==> config.mk <==
export PLATFORM = sky130hd
export DESIGN_NAME = reg_pipe_sclr
export DESIGN_NICKNAME = d
export VERILOG_FILES = /design/src/rtl/reg_pkg.sv /design/src/rtl/reg_pipe_sclr_pipe_stage.sv /design/src/rtl/reg_pipe_sclr.sv
export SDC_FILE = /design/constraint.sdc
export NUM_CORES = 1
export LEC_CHECK = 0
export ABC_AREA = 0
export CAP_MARGIN = 5
export CELL_PAD_IN_SITES_DETAIL_PLACEMENT = 0
export CELL_PAD_IN_SITES_GLOBAL_PLACEMENT = 1
export CORE_MARGIN = 2
export CORE_UTILIZATION = 45
export DETAILED_ROUTE_END_ITERATION = 12
export DONT_BUFFER_PORTS = 1
export GPL_TIMING_DRIVEN = 0
export PLACE_DENSITY_LB_ADDON = 0.1
export SYNTH_ARGS = -nofsm -noshare
export SYNTH_HDL_FRONTEND = slang
export SYNTH_HIERARCHICAL = 1
export SYNTH_SLANG_ARGS = --single-unit
==> constraint.sdc <==
create_clock -name clk -period 3.4 [get_ports clk]
set_input_delay 0.51 -clock clk [delete_from_list [all_inputs] [get_ports clk]]
set_output_delay 0.51 -clock clk [all_outputs]
set_load 0.01 [all_outputs]
==> src/rtl/reg_pkg.sv <==
// Shared helpers for parametrised register blocks: ceiling log2 and the
// width of a counter that must hold values 0..depth.
package reg_pkg;

    function automatic int clog2(input int n);
        int r;
        r = 32'sd0;
        while ((32'sd1 << r) < n) begin
            r = r + 32'sd1;
        end
        return r;
    endfunction

    function automatic int cnt_width(input int depth);
        return clog2(depth + 32'sd1);
    endfunction

endpackage

==> src/rtl/reg_pipe_sclr_pipe_stage.sv <==
// One elastic pipeline stage: a valid bit plus data word, cleared by reset
// or flush, loaded on demand, and emptied (valid only) when drained.
module pipe_stage #(
    parameter int MAX_WIDTH = 8
) (
    input  logic                 clk,
    input  logic                 rst,
    input  logic                 clr,
    input  logic                 load,
    input  logic                 drop,
    input  logic [MAX_WIDTH-1:0] d_in,
    output logic                 v,
    output logic [MAX_WIDTH-1:0] d
);

    // Load takes precedence over drop so a stage that drains and refills stays valid.
    always_ff @(posedge clk) begin
        if (rst || clr) begin
            v <= 1'b0;
            d <= {MAX_WIDTH{1'b0}};
        end else if (load) begin
            v <= 1'b1;
            d <= d_in;
        end else if (drop) begin
            v <= 1'b0;
            d <= d;
        end else begin
            v <= v;
            d <= d;
        end
    end

endmodule

==> src/rtl/reg_pipe_sclr.sv <==
// Elastic DEPTH-stage pipeline register with valid/ready at both ends,
// bubble collapsing, global freeze (en) and synchronous flush (sclr).
module reg_pipe_sclr
    import reg_pkg::*;
#(
    parameter  int MAX_WIDTH = 8,
    parameter  int DEPTH     = 4,
    localparam int CNT_W     = cnt_width(DEPTH)
) (
    input  logic                 clk,
    input  logic                 rst,
    input  logic                 en,
    input  logic                 sclr,
    input  logic                 in_valid,
    output logic                 in_ready,
    input  logic [MAX_WIDTH-1:0] in_data,
    output logic                 out_valid,
    input  logic                 out_ready,
    output logic [MAX_WIDTH-1:0] out_data,
    output logic [CNT_W-1:0]     count
);

    logic [DEPTH-1:0]     v_s;
    logic [DEPTH-1:0]     adv_s;
    logic [DEPTH-1:0]     load_s;
    logic [MAX_WIDTH-1:0] d_s        [DEPTH];
    logic [MAX_WIDTH-1:0] stage_in_s [DEPTH];
    logic                 go_s;
    logic                 in_ready_s;
    logic                 out_valid_s;
    logic                 in_xfer_s;
    logic                 out_xfer_s;
    logic [CNT_W-1:0]     cnt_r;

    // Advance chain, walked from the output end back toward the input.
    always_comb begin
        logic carry_s;
        go_s    = en & ~sclr & ~rst;
        adv_s   = {DEPTH{1'b0}};
        carry_s = out_ready;
        for (int i = DEPTH - 1; i >= 0; i--) begin
            if (i == DEPTH - 1) begin
                adv_s[i] = go_s & v_s[i] & carry_s;
            end else begin
                adv_s[i] = go_s & v_s[i] & (~v_s[i+1] | carry_s);
            end
            carry_s = adv_s[i];
        end
        in_ready_s  = go_s & (~v_s[0] | adv_s[0]);
        out_valid_s = v_s[DEPTH-1] & en & ~sclr;
        in_xfer_s   = in_valid & in_ready_s;
        out_xfer_s  = out_valid_s & out_ready;
    end

    // Per-stage load enables and data sources.
    always_comb begin
        load_s        = {DEPTH{1'b0}};
        load_s[0]     = in_xfer_s;
        stage_in_s[0] = in_data;
        for (int i = 1; i < DEPTH; i++) begin
            load_s[i]     = adv_s[i-1];
            stage_in_s[i] = d_s[i-1];
        end
    end

    for (genvar g = 0; g < DEPTH; g++) begin : g_stage
        pipe_stage #(
            .MAX_WIDTH(MAX_WIDTH)
        ) u_stage (
            .clk  (clk),
            .rst  (rst),
            .clr  (sclr),
            .load (load_s[g]),
            .drop (adv_s[g]),
            .d_in (stage_in_s[g]),
            .v    (v_s[g]),
            .d    (d_s[g])
        );
    end

    // Occupancy counter tracks popcount(v) incrementally.
    always_ff @(posedge clk) begin
        if (rst || sclr) begin
            cnt_r <= {CNT_W{1'b0}};
        end else if (in_xfer_s && !out_xfer_s) begin
            cnt_r <= cnt_r + CNT_W'(1);
        end else if (out_xfer_s && !in_xfer_s) begin
            cnt_r <= cnt_r - CNT_W'(1);
        end else begin
            cnt_r <= cnt_r;
        end
    end

    assign in_ready  = in_ready_s;
    assign out_valid = out_valid_s;
    assign out_data  = d_s[DEPTH-1];
    assign count     = cnt_r;

endmodule

==> flow_summary.ini <==
[timing]
rsz0062_at_grt = false
max_freq_mhz = 418
relSlewSlack_pct = 80.0
hold_ws_ns = 0.245
hold_viol_final = 0
setup_ws_ns = 1.01
min_period_ns = 2.39
tns_ns = 0
finClkSkew_ns = 0.00653
finalSetupViolCount = 0
tightest_slew_ns = 0.299
post-route-period-util_pct = 70.4
drv_slew = 0

[floorplan]
die_width_um = 63.4
start_util_pct = 47.2
die_h_um = 63.4
rows = 21
coreArea_sq_um = 3360
ios = 27
die-area_sq_um = 4020

[final_layout]
finalNonFillerCells = 203
drive_gt1_share_pct = 12.1
final_cell_mix = dfxtp_1, nor2_1, mux2i_1
final_core_util_pct = 50.1
layout_commonest_cell = dfxtp_1
area_growth_syn_to_layout_pct = 6.23
diodes = 0
layout.nets = 174

[power_and_ir_drop]
swShare_pct = 20.9
seqPwrFrac_pct = 66.8
power.density_nw_per_um2 = 408
power_frac_clock_pct = 29.6
internal-power_mw = 0.544
peakVddDrop_uv = 243
combinationalPowerShare_pct = 3.6
p_leak_nw = 0.553
p_sw_mw = 0.144

[setup_path]
crit_arrival_ns = 2.64
required_ns = 3.65
end_kind = flop
crit_path_start_kind = flop
path_max_fanout = 6
setup.worst_path.class = flop to flop

[clocking]
post_cts_resized = 0
clockBufferDepth = 2
cts_hold_buf = 0
post_cts_buffers = 0
clock_latency_ns = 0.33
root_buffer = clkbuf_4
cts_tree = done
htreeDepth = 2
clock-sinks = 39
cts_made_buffers = 5
clkTransAtPathRegs_ns = 0.10

[global_route]
grt_util_met2_pct = 22.9
grt_max_degree = 11
antenna_found_initial = 0
grt_use_met3_pct = 6.96
gr-total-overflow = 0
grt_pass1_wl_mm = 4.63
grt_pass1_vias = 984
globalRouteMet1Util_pct = 18.4
grt_usage_pct = 14.9
grt_busiest_layer = met2

[run]
cap_violations = 0

[placement]
place.gp.congestion = 0.678
pre_cts_ws_ns = 0.718
dp.cells = 197
portBuffers = 0
post-dp-hpwl_mm = 2.01

[logic_synthesis]
yosysSeqAreaShare_pct = 49.2
ys_types = 25
yosys.area.top_type = dfxtp_1
syn_avg_cell_area_sq_um = 10.5
synth_top_area_share_pct = 49.2
synthCells = 151
yosys-top-cells-area = dfxtp_1, mux2i_1, nor2_1
synth-seq-cells = 39
synth_area_sq_um = 1590
synth_nets = 167
ys_warn_count = 6

[drt]
drc_errors = 0
dr_total_vias = 990
drt_first_pass_iters = 4
drt-total-wl_mm = 2.57
ant_nets = 0
vias_per_cell = 4.88
wl_per_cell_um = 12.6
first_iter_violations = 27

[hold_path]
hp-class = input pin to flop

[outcome]
status = completed
[cells in the mapped netlist (all sizes together)]
| cell | count |
|---|---|
| or3 | 1 |
| or2 | 4 |
| a21boi | 1 |
| nand2b | 5 |
| ha | 1 |
| and2 | 1 |
| mux2i | 33 |
| nand2 | 1 |
| o21ai | 1 |
| xor2 | 2 |
| a21oi | 4 |
| nand4b | 1 |
| a211oi | 1 |
| and3b | 1 |
| o211a | 1 |
| nor2 | 33 |
| and4b | 1 |
| nor3b | 1 |
| nor3 | 2 |
| buf | 8 |
| inv | 6 |
| dfxtp | 39 |
| and3 | 2 |
| fa | 1 |
[per-stage QoR]
stage,cell area [sq um],power [mW]
4_1_cts,1690,0.699
5_1_grt,1690,0.727
2_1_floorplan,1590,0.491
6_report,1690,0.687
3_3_place_gp,1640,0.494
3_5_place_dp,1640,0.495
[final timing paths]
| check | startpoint | to | slack (ns) | cells after the start |
|---|---|---|---|---|
| worst min register to register | g_stage[1].u_stage/d[3] | g_stage[2].u_stage/d[3] | 0.51 | 2 |
| worst max register to register | g_stage[3].u_stage/v | count[2] | 1.01 | 9 |
| worst max-delay path | g_stage[3].u_stage/v | count[2] | 1.01 | 9 |
| worst min-delay path | rst | count[2] | 0.25 | 1 |
[cells by family after synthesis]
| group | count (synthesis) | synth area share [%] |
|---|---|---|
| and+or+nand+nor | 53 | 16.3 |
| DFF | 39 | 49.2 |
| xor gates and xnor gates | 2 | 1.10 |
| AOI/OAI and AO/OA | 8 | 4.34 |
| buffers and inverters | 14 | 6.15 |
| muxes | 33 | 20.8 |
| adders and majority gates | 2 | 2.05 |
[per-layer routing]
metal | share of wire, % | up-vias
li1 | - | 519
met1 | 50 | 451
met2 | 44 | 18
met3 | 5.5 | 2
met4 | 0.62 | 0
met5 | 0 | -
[cell type report]
class | count | area [sq um]
fill | 352 | 1680
sequential | 39 | 781
clock buffer | 6 | 41.3
tap | 46 | 57.6
inverter | 6 | 22.5
buffer | 8 | 75.1
multi-input combinational | 98 | 708
[flip-flops by register name, summed over array words and instances (netlist names)]
register / cells
count: 3
g_stage.u_stage/d: 32
g_stage.u_stage/v: 4
[critical path, stage by stage, from the launching register on]
cell and delay (ns):
dfxtp_1 0.37, and4b_1 0.23, a21boi_2 0.21, and2_1 0.19, ha_1 0.20, inv_1 0.06
fa_1 0.37, xor2_1 0.16, or3_1 0.30, a211oi_1 0.22
[power groups by stage]
stage	registers, mW	logic, mW	clock network, mW
global placement	0.470	0.0243	0
global route	0.460	0.0273	0.240
floorplan	0.470	0.0215	0
finish	0.459	0.0247	0.203
detailed placement	0.470	0.0251	0
CTS	0.459	0.0252	0.215
Note: power is estimated with default switching activity, not from simulation.
